[src/rtl/mc_ctrl_pkg.sv]
// Shared definitions for the multicycle MIPS controller.
// Holds the FSM state encoding, the opcodes the controller understands and
// the encodings of the ALUOp, ALUSrcB and PCSource datapath selects.
package mc_ctrl_pkg;

    typedef enum logic [3:0] {
        IDLE     = 4'd0,
        FETCH    = 4'd1,
        DECODE   = 4'd2,
        EXEC_R   = 4'd3,
        R_WB     = 4'd4,
        EXEC_I   = 4'd5,
        I_WB     = 4'd6,
        MEM_ADDR = 4'd7,
        MEM_RD   = 4'd8,
        MEM_WB   = 4'd9,
        MEM_WR   = 4'd10,
        BRANCH   = 4'd11,
        JUMP     = 4'd12,
        HALT     = 4'd13
    } state_e;

    localparam logic [5:0] OP_RTYPE = 6'b000000;
    localparam logic [5:0] OP_ADDI  = 6'b001000;
    localparam logic [5:0] OP_LW    = 6'b100011;
    localparam logic [5:0] OP_SW    = 6'b101011;
    localparam logic [5:0] OP_BEQ   = 6'b000100;
    localparam logic [5:0] OP_J     = 6'b000010;

    localparam logic [1:0] ALUOP_ADD   = 2'b00;
    localparam logic [1:0] ALUOP_SUB   = 2'b01;
    localparam logic [1:0] ALUOP_FUNCT = 2'b10;

    localparam logic [1:0] SRCB_B      = 2'b00;
    localparam logic [1:0] SRCB_FOUR   = 2'b01;
    localparam logic [1:0] SRCB_IMM    = 2'b10;
    localparam logic [1:0] SRCB_IMM_SH = 2'b11;

    localparam logic [1:0] PCSRC_ALU    = 2'b00;
    localparam logic [1:0] PCSRC_ALUOUT = 2'b01;
    localparam logic [1:0] PCSRC_JUMP   = 2'b10;

    // States that hold a request on the memory port and wait for mem_ack_i.
    function automatic logic is_mem_state(input state_e s);
        return (s == FETCH) || (s == MEM_RD) || (s == MEM_WR);
    endfunction

endpackage

[src/rtl/mc_mem_watchdog.sv]
// Memory-wait watchdog for the multicycle controller.
// Counts cycles spent waiting for a memory acknowledge.
//   clk_i     : clock, rising edge
//   rst_i     : synchronous active-high reset, clears the count
//   clear_i   : restart the count (takes priority over tick_i)
//   tick_i    : one more cycle passed without an acknowledge
//   expired_o : count has reached LIMIT
module mc_mem_watchdog #(
    parameter int unsigned LIMIT = 15,
    parameter int unsigned CNT_W = 8
) (
    input  logic clk_i,
    input  logic rst_i,
    input  logic clear_i,
    input  logic tick_i,
    output logic expired_o
);

    logic [CNT_W-1:0] cnt_r;

    // Wait counter: reset/clear to zero, otherwise advance on each tick.
    always_ff @(posedge clk_i) begin
        if (rst_i) begin
            cnt_r <= {CNT_W{1'b0}};
        end else if (clear_i) begin
            cnt_r <= {CNT_W{1'b0}};
        end else if (tick_i) begin
            cnt_r <= cnt_r + CNT_W'(1);
        end else begin
            cnt_r <= cnt_r;
        end
    end

    assign expired_o = (cnt_r == CNT_W'(LIMIT));

endmodule

[src/rtl/multicycle_control.sv]
// Moore control FSM for the shared multicycle MIPS datapath.
// Sequences fetch/decode/execute/memory/writeback for R-type, addi, lw, sw,
// beq and j; waits on mem_ack_i in memory states; halts on an illegal
// opcode or a memory timeout with sticky illegal_o / timeout_o flags.
// Inputs : clk_i, rst_i (sync, active high), start_i, Op_i[5:0], Zero_i,
//          mem_ack_i.
// Outputs: datapath strobes PCWrite_o .. PCSource_o, busy_o, illegal_o,
//          timeout_o. When MULTICYCLE_PERF_EN is defined, also
//          cycle_cnt_o[31:0] (busy cycles) and instr_cnt_o[31:0]
//          (completed instructions).
module multicycle_control
    import mc_ctrl_pkg::*;
#(
    parameter int unsigned MEM_TIMEOUT = 15,
    parameter int unsigned CNT_W       = 8
) (
    input  logic       clk_i,
    input  logic       rst_i,
    input  logic       start_i,
    input  logic [5:0] Op_i,
    input  logic       Zero_i,
    input  logic       mem_ack_i,
    output logic       PCWrite_o,
    output logic       PCWriteCond_o,
    output logic       IorD_o,
    output logic       MemRead_o,
    output logic       MemWrite_o,
    output logic       IRWrite_o,
    output logic       MemtoReg_o,
    output logic       RegDst_o,
    output logic       RegWrite_o,
    output logic       ALUSrcA_o,
    output logic [1:0] ALUSrcB_o,
    output logic [1:0] ALUOp_o,
    output logic [1:0] PCSource_o,
    output logic       busy_o,
    output logic       illegal_o,
    output logic       timeout_o
`ifdef MULTICYCLE_PERF_EN
    ,
    output logic [31:0] cycle_cnt_o,
    output logic [31:0] instr_cnt_o
`endif
);

    state_e state_r;
    state_e state_next_s;
    logic   mem_state_s;
    logic   wd_expired_s;
    logic   illegal_set_s;
    logic   timeout_set_s;
    logic   illegal_r;
    logic   timeout_r;
    logic   unused_zero_s;

    // The branch condition is applied in the datapath through PCWriteCond_o.
    assign unused_zero_s = Zero_i;

    assign mem_state_s   = is_mem_state(state_r);
    assign timeout_set_s = mem_state_s && !mem_ack_i && wd_expired_s;

    // Any state change restarts the count, so each memory state starts at 0.
    mc_mem_watchdog #(
        .LIMIT (MEM_TIMEOUT),
        .CNT_W (CNT_W)
    ) u_watchdog (
        .clk_i     (clk_i),
        .rst_i     (rst_i),
        .clear_i   (state_next_s != state_r),
        .tick_i    (mem_state_s && !mem_ack_i),
        .expired_o (wd_expired_s)
    );

    // State register.
    always_ff @(posedge clk_i) begin
        if (rst_i) begin
            state_r <= IDLE;
        end else begin
            state_r <= state_next_s;
        end
    end

    // Sticky error flags, cleared only by reset.
    always_ff @(posedge clk_i) begin
        if (rst_i) begin
            illegal_r <= 1'b0;
            timeout_r <= 1'b0;
        end else begin
            illegal_r <= illegal_r | illegal_set_s;
            timeout_r <= timeout_r | timeout_set_s;
        end
    end

    assign illegal_o = illegal_r;
    assign timeout_o = timeout_r;

    // Next-state logic; an acknowledge on the expiry cycle still succeeds.
    always_comb begin
        state_next_s  = state_r;
        illegal_set_s = 1'b0;
        case (state_r)
            IDLE: begin
                if (start_i) begin
                    state_next_s = FETCH;
                end else begin
                    state_next_s = IDLE;
                end
            end
            FETCH: begin
                if (mem_ack_i) begin
                    state_next_s = DECODE;
                end else if (wd_expired_s) begin
                    state_next_s = HALT;
                end else begin
                    state_next_s = FETCH;
                end
            end
            DECODE: begin
                case (Op_i)
                    OP_RTYPE: state_next_s = EXEC_R;
                    OP_ADDI:  state_next_s = EXEC_I;
                    OP_LW:    state_next_s = MEM_ADDR;
                    OP_SW:    state_next_s = MEM_ADDR;
                    OP_BEQ:   state_next_s = BRANCH;
                    OP_J:     state_next_s = JUMP;
                    default: begin
                        state_next_s  = HALT;
                        illegal_set_s = 1'b1;
                    end
                endcase
            end
            EXEC_R:   state_next_s = R_WB;
            R_WB:     state_next_s = FETCH;
            EXEC_I:   state_next_s = I_WB;
            I_WB:     state_next_s = FETCH;
            MEM_ADDR: begin
                if (Op_i == OP_LW) begin
                    state_next_s = MEM_RD;
                end else begin
                    state_next_s = MEM_WR;
                end
            end
            MEM_RD: begin
                if (mem_ack_i) begin
                    state_next_s = MEM_WB;
                end else if (wd_expired_s) begin
                    state_next_s = HALT;
                end else begin
                    state_next_s = MEM_RD;
                end
            end
            MEM_WB:   state_next_s = FETCH;
            MEM_WR: begin
                if (mem_ack_i) begin
                    state_next_s = FETCH;
                end else if (wd_expired_s) begin
                    state_next_s = HALT;
                end else begin
                    state_next_s = MEM_WR;
                end
            end
            BRANCH:   state_next_s = FETCH;
            JUMP:     state_next_s = FETCH;
            HALT:     state_next_s = HALT;
            default:  state_next_s = HALT;
        endcase
    end

    // Per-state control strobes; only the FETCH PC/IR loads look at mem_ack_i.
    always_comb begin
        PCWrite_o     = 1'b0;
        PCWriteCond_o = 1'b0;
        IorD_o        = 1'b0;
        MemRead_o     = 1'b0;
        MemWrite_o    = 1'b0;
        IRWrite_o     = 1'b0;
        MemtoReg_o    = 1'b0;
        RegDst_o      = 1'b0;
        RegWrite_o    = 1'b0;
        ALUSrcA_o     = 1'b0;
        ALUSrcB_o     = SRCB_B;
        ALUOp_o       = ALUOP_ADD;
        PCSource_o    = PCSRC_ALU;
        busy_o        = 1'b1;
        case (state_r)
            IDLE: busy_o = 1'b0;
            FETCH: begin
                MemRead_o = 1'b1;
                ALUSrcB_o = SRCB_FOUR;
                PCWrite_o = mem_ack_i;
                IRWrite_o = mem_ack_i;
            end
            DECODE: ALUSrcB_o = SRCB_IMM_SH;
            EXEC_R: begin
                ALUSrcA_o = 1'b1;
                ALUOp_o   = ALUOP_FUNCT;
            end
            R_WB: begin
                RegDst_o   = 1'b1;
                RegWrite_o = 1'b1;
            end
            EXEC_I, MEM_ADDR: begin
                ALUSrcA_o = 1'b1;
                ALUSrcB_o = SRCB_IMM;
            end
            I_WB: RegWrite_o = 1'b1;
            MEM_RD: begin
                MemRead_o = 1'b1;
                IorD_o    = 1'b1;
            end
            MEM_WB: begin
                MemtoReg_o = 1'b1;
                RegWrite_o = 1'b1;
            end
            MEM_WR: begin
                MemWrite_o = 1'b1;
                IorD_o     = 1'b1;
            end
            BRANCH: begin
                ALUSrcA_o     = 1'b1;
                ALUOp_o       = ALUOP_SUB;
                PCWriteCond_o = 1'b1;
                PCSource_o    = PCSRC_ALUOUT;
            end
            JUMP: begin
                PCWrite_o  = 1'b1;
                PCSource_o = PCSRC_JUMP;
            end
            HALT:    busy_o = 1'b0;
            default: busy_o = 1'b0;
        endcase
    end

`ifdef MULTICYCLE_PERF_EN
    logic [31:0] cycle_cnt_r;
    logic [31:0] instr_cnt_r;
    logic        instr_done_s;

    // An instruction completes when a final state hands back to FETCH.
    assign instr_done_s = (state_next_s == FETCH) &&
                          ((state_r == R_WB) || (state_r == I_WB) ||
                           (state_r == MEM_WB) || (state_r == MEM_WR) ||
                           (state_r == BRANCH) || (state_r == JUMP));

    // Performance counters, wrapping modulo 2^32.
    always_ff @(posedge clk_i) begin
        if (rst_i) begin
            cycle_cnt_r <= 32'd0;
            instr_cnt_r <= 32'd0;
        end else begin
            cycle_cnt_r <= cycle_cnt_r + {31'd0, busy_o};
            instr_cnt_r <= instr_cnt_r + {31'd0, instr_done_s};
        end
    end

    assign cycle_cnt_o = cycle_cnt_r;
    assign instr_cnt_o = instr_cnt_r;
`endif

endmodule
[config.mk]
export PLATFORM = sky130hd
export DESIGN_NAME = multicycle_control
export DESIGN_NICKNAME = d
export VERILOG_FILES = /design/src/rtl/mc_ctrl_pkg.sv /design/src/rtl/mc_mem_watchdog.sv /design/src/rtl/multicycle_control.sv
export SDC_FILE = /design/constraint.sdc
export NUM_CORES = 1
export LEC_CHECK = 0
export BUFFER_PORTS_ARGS = -buffer_cell sky130_fd_sc_hd__buf_2
export CAP_MARGIN = 20
export CORE_MARGIN = 10
export CORE_UTILIZATION = 49
export CTS_BUF_LIST = sky130_fd_sc_hd__clkbuf_8
export DETAILED_ROUTE_END_ITERATION = 10
export GPL_TIMING_DRIVEN = 0
export HOLD_SLACK_MARGIN = 0.1
export PLACE_DENSITY_LB_ADDON = 0.15
export SYNTH_ARGS = -nofsm -noshare
export SYNTH_HDL_FRONTEND = slang
export SYNTH_SLANG_ARGS = --single-unit
[constraint.sdc]
create_clock -name clk_i -period 1.9 [get_ports clk_i]
set_clock_uncertainty 0.05 [all_clocks]
set_input_delay 0.095 -clock clk_i [delete_from_list [all_inputs] [get_ports clk_i]]
set_output_delay 0.095 -clock clk_i [all_outputs]
set_load 0.02 [all_outputs]
======== Yosys cells after proc, flatten, opt, wreduce, memory -nomap -nowiden ========
Cells that the tools add are included.
word-level totals
  logic and storage cells ................. 69
  output and inout bits ................... 19
  bits in registers ....................... 14
  input bits .............................. 11
cells by class
  muxes and demuxes ....................... 26
  bitwise gates (word level) .............. 2
  eq/ne operators ......................... 19
  add/sub/neg operators ................... 1
  reductions and logical operators ........ 17
operator list
  operator                                                          count
  4-bit case mux with 9 select lines                                1
  4-bit == test (second input constant)                             5
  4-bit case mux with 5 select lines                                1
  4-bit by 3-bit == test with 1-bit output (second input constant)  4
  1-bit 2-to-1 mux                                                  13
  6-bit == test (second input constant)                             2
  4-bit 2-to-1 mux                                                  3
  12-bit OR reduction                                               1
  2-bit OR reduction                                                5
  3-bit 2-to-1 mux                                                  3
  8-bit by 1-bit adder with 8-bit output (second input constant)    1
  4-bit by 2-bit == test with 1-bit output (second input constant)  2
  8-bit by 4-bit == test with 1-bit output (second input constant)  1
  2-bit case mux with 2 select lines                                2
  6-bit by 2-bit == test with 1-bit output (second input constant)  1
  6-bit by 3-bit == test with 1-bit output (second input constant)  1
  6-bit by 4-bit == test with 1-bit output (second input constant)  1
  6-bit zero test                                                   1
  2-bit case mux with 3 select lines                                1
  6-bit OR reduction                                                1
  5-bit OR reduction                                                1
  4-bit by 1-bit == test with 1-bit output (second input constant)  1
  4-bit zero test                                                   1
  4-bit != test                                                     1
  other kinds (8)                                                   11

======== Logic depth before layout (Yosys ltp) ========
  depth after elaboration ................. 6
  depth in mapped cells ................... 7
  gate-level depth less buffers ........... 6

======== Modules after synthesis ========
From an unflattened synthesis, not the netlist that was laid out.
second synthesis, totals
  cell total of the unflattened synthesis .. 146
  area total of the unflattened synthesis .. 1018.5 sq um
by module, submodules not included
  module              area each (sq um)  times used  cells each  sequential area each (sq um)
  multicycle_control  660.6              1           106         120.1
  mc_mem_watchdog     357.8              1           40          160.2

======== Worst setup path before layout ========
OpenSTA, ideal clock, no wires.
  path kind ............................... flip-flop to flip-flop
  start ................................... reg state_r[1]
  end ..................................... reg u_watchdog.cnt_r[1]
  arrival ................................. 1755 ps
  buffers on the path ..................... 1
  slack ................................... -46 ps
  period minus slack after synthesis ...... 1946 ps
  setup time .............................. 140 ps
  stages on the path, launching flop included .. 7
  required time ........................... 1710 ps
  path through ............................ dfxtp_1 buf_6 or4b_4 nor2_1 o31ai_1 o31ai_2 nor4b_2
between the ends
  cells in the longest elaborated chain, start to end .. 5
  elaborated cells between the ends (all ways) .. 20
  those cells by class .................... 13 x eq/ne; 1 x mux; 6 x reduce/logical
RTL lines
  what                                                                       RTL line                   text
  start: declaration                                                         multicycle_control.sv:46   state_e state_r;
  start signal: assignment                                                   multicycle_control.sv:79   state_r <= state_next_s;
  4-bit == test or 4-bit by 3-bit == test with 1-bit output (tied branches)  multicycle_control.sv:101  case (state_r)
  5-bit OR reduction (no line)                                               n/a
  4-bit case mux with 9 select lines                                         multicycle_control.sv:101
  4-bit != test                                                              multicycle_control.sv:69   .clear_i (state_next_s != state_r),
  2-bit OR reduction (no line)                                               n/a
  end signal: assignment                                                     mc_mem_watchdog.sv:26      cnt_r <= {CNT_W{1'b0}};
  end signal: assignment                                                     mc_mem_watchdog.sv:28      cnt_r <= cnt_r + CNT_W'(1);
  end signal: assignment                                                     mc_mem_watchdog.sv:30      cnt_r <= cnt_r;
  end: declaration                                                           mc_mem_watchdog.sv:19      logic [CNT_W-1:0] cnt_r;
Several ways; a longest one is shown, not always the timed one.
A chain may end at the register's enable or synchronous reset.

======== Final worst setup path ========
  start ................................... reg state_r[1]
  end ..................................... reg u_watchdog.cnt_r[0]
The elaborated chain is that of the path after synthesis.

==> results.json <==
{
  "dp_hpwl_um": 2610,
  "fp.dieH_um": 68.9,
  "holdCritStartpoint": "Op_i[4]",
  "r2r_cells": 6,
  "cp_data_required_time_ns": 2.00,
  "dpl_worst_slack_ns": -0.218,
  "placed_cells": 208,
  "fin_crit_sh_pct": 101,
  "viasPerCell": 6.07,
  "relSlewSlack_pct": 70.6,
  "path_cells": "buf_6, or4b_4, nor4_4, a211o_2, o211ai_4, nor3_1",
  "io_pins": 30,
  "clock.fmax_ghz": 0.521,
  "worst_skew_pair.late_latency_ns": 0.25,
  "cts_sinks": 14,
  "syn_area_um2": 1170,
  "wl_per_cell_um": 17.7,
  "final_hold_viol_count": 0,
  "slowest_delay_ns": 0.56,
  "path_buf_inv": 1,
  "ys_warn_count": 0,
  "std_cell_rows": 17,
  "mostFrequentLayoutCells": "buf_2 (28), nor2_1 (20), nor3_1 (19)",
  "start_util_pct": 52.1,
  "end_kind": "register",
  "whs_endpoint": "illegal_o",
  "layout-drive-gt1-share_pct": 41.0,
  "crit_arrival_ns": 2.03,
  "gr-total-overflow": 0,
  "min_period_ns": 1.92,
  "ant_nets": 0,
  "whs_ns": 0.241,
  "core_um2": 2250,
  "clk_pin_slew_ns": 0.06,
  "leakagePower_nw": 0.668,
  "critPathKind": "register to register",
  "synth_seq_area_share_pct": 23.9,
  "holdPathStages": 5,
  "syn_to_final_growth_pct": 40.2,
  "syn_avg_cell_area_um2": 7.72,
  "syn_nets": 164,
  "grt_pass1_wl_um": 5660,
  "rsz0062_at_grt": "yes",
  "fin_nets": 208,
  "outcome": "complete, but fails checks",
  "tightest_slew_ns": 0.438,
  "die_x_um": 68.9,
  "ir_drop_mv": 0.530,
  "antenna_cells": 0,
  "wirelength_um": 3950,
  "synth_edf_count": 0,
  "drc": 0,
  "finalNonFillerCells": 223,
  "grt_max_degree": 11,
  "cts_tree": "done",
  "maxCapViolations": 0,
  "power.density_nw_per_um2": 591,
  "r2r-start": "state_r[1]",
  "cp-start-kind": "register",
  "async_flop_share_pct": 0,
  "die_area_um2": 4750,
  "clockRootBuffer": "clkbuf_8",
  "via_count": 1353,
  "cp_slowest_cell": "or4b_4",
  "place_area_um2": 1360,
  "synth-seq-cells": 14,
  "crit_path_max_fanout": 8,
  "cp_top_family": "simple AND/OR/NAND/NOR gates",
  "clockBufferDepth": 2,
  "io_buffer_count": 28,
  "final_common_cell": "buf_2",
  "finalSetupViolations": 3,
  "r2r_slack_ns": -0.02,
  "yosysUniqueCellTypes": 52,
  "violations": "setup timing",
  "grt_usage_pct": 15.1,
  "grt_pass1_vias": 1265,
  "drv_slew": 0,
  "drt_pass1_iterations": 4,
  "timing.final.ws_setup_ns": -0.0210,
  "synth_cells": 152,
  "grt_antenna_before_repair": 0,
  "drtIter0Drc": 139,
  "synthFlopType": "dfxtp_1",
  "hold_path_class": "primary input to register",
  "cts_made_buffers": 3,
  "r2r-end": "u_watchdog.cnt_r[0]",
  "cts_max_level": 1,
  "globalplace.congestion": 0.955,
  "stdcell_area_um2": 1650
}
[report_power, final]
part / switching [mW] / total (mW) / leakage [nW] / internal (mW)
Combinational: 0.222 / 0.373 / 0.523 / 0.151
Sequential: 0.00895 / 0.311 / 0.116 / 0.302
Clock: 0.105 / 0.288 / 0.0288 / 0.184
[flip-flops by register name, indices dropped and copies added (netlist names)]
register,count
illegal_o,1
state_r,4
timeout_o,1
u_watchdog.cnt_r,8
[what timing repair did]
item	4_1_cts	5_1_grt
pin swaps	9	6
buffers inserted	3	9
endpoints found under the setup margin	9	12
resized for setup	21	12
hold buffers	1	0
hold endpoints to repair	4	0
[metal layers]
| layer | vias to the layer above | routed length, um | global-route usage [%] |
|---|---|---|---|
| met4 | 0 | 31 | 4.93 |
| met1 | 652 | 1450 | 16.0 |
| li1 | 645 | - | - |
| met2 | 52 | 2130 | 27.6 |
| met5 | - | 0 | 0 |
| met3 | 4 | 344 | 4.67 |
[synthesized netlist by cell type (all sizes together), types with 2 or more instances]
cell	instances	area share, %
o21ai	8	3.4
nor3	20	8.5
inv	6	1.9
a311oi	2	1.5
o2111ai	3	2.2
o31ai	2	1.7
buf	6	3.4
clkbuf	3	0.96
a21oi	4	1.7
and4b	2	1.7
nor2	22	7.0
nor2b	2	1.1
a211oi	2	1.7
xnor2	7	5.2
nand2	10	3.2
or2	3	1.6
nor4	2	2.9
and2	2	1.1
nand2b	4	2.1
o211ai	3	3.1
a221oi	2	1.5
dfxtp	14	24
[how the worst max path moves through the flow]
stage / cells after the start / start / to
3_5_place_dp: 6 / state_r[0] / u_watchdog.cnt_r[6]
5_1_grt: 6 / state_r[1] / u_watchdog.cnt_r[1]
4_1_cts: 6 / u_watchdog.cnt_r[0] / u_watchdog.cnt_r[0]
6_report: 6 / state_r[1] / u_watchdog.cnt_r[0]
3_3_place_gp: 6 / state_r[0] / u_watchdog.cnt_r[6]
2_1_floorplan: 6 / u_watchdog.cnt_r[0] / u_watchdog.cnt_r[1]
[cells by family (layout without fill, tap and decap cells)]
kind of cell    count (synthesis)  after routing  synth area share (%)
xor+xnor                        7              7                  5.22
mux                             2              2                  1.81
flops                          14             14                  23.9
fa+ha+maj                       2              2                  1.92
compound gates                 36             36                  24.7
simple gates                   76             76                  36.1
buf+inv                        15             58                  6.29
[final cells by class]
type | instances | area, um2
well taps | 28 | 35.0
flip-flops and latches | 14 | 288
inverters | 6 | 22.5
fillers | 166 | 609
clock buffers | 4 | 55.1
plain buffers | 9 | 63.8
repair buffers | 39 | 238
multi-input cells | 123 | 943
[worst reg2reg max path: stages, from the launching register on]
cell	delay (ns)
dfxtp_1	0.31
buf_6	0.13
or4b_4	0.56
nor4_4	0.23
a211o_2	0.18
o211ai_4	0.12
nor3_1	0.24
[through the flow]
| stage | util, % | power [mW] | TNS [ns] |
|---|---|---|---|
| final | 73.0 | 0.973 | -0.0518 |
| after global routing | 73.0 | 1.02 | -0.552 |
| after CTS | 67.5 | 0.928 | -0.0107 |
| after detailed placement | 60.3 | 0.615 | -1.11 |
| after global placement | 60.3 | 0.609 | -0.862 |
| after floorplan | - | 0.532 | 0 |
No activity file was read; power rests on OpenSTA's default activity.
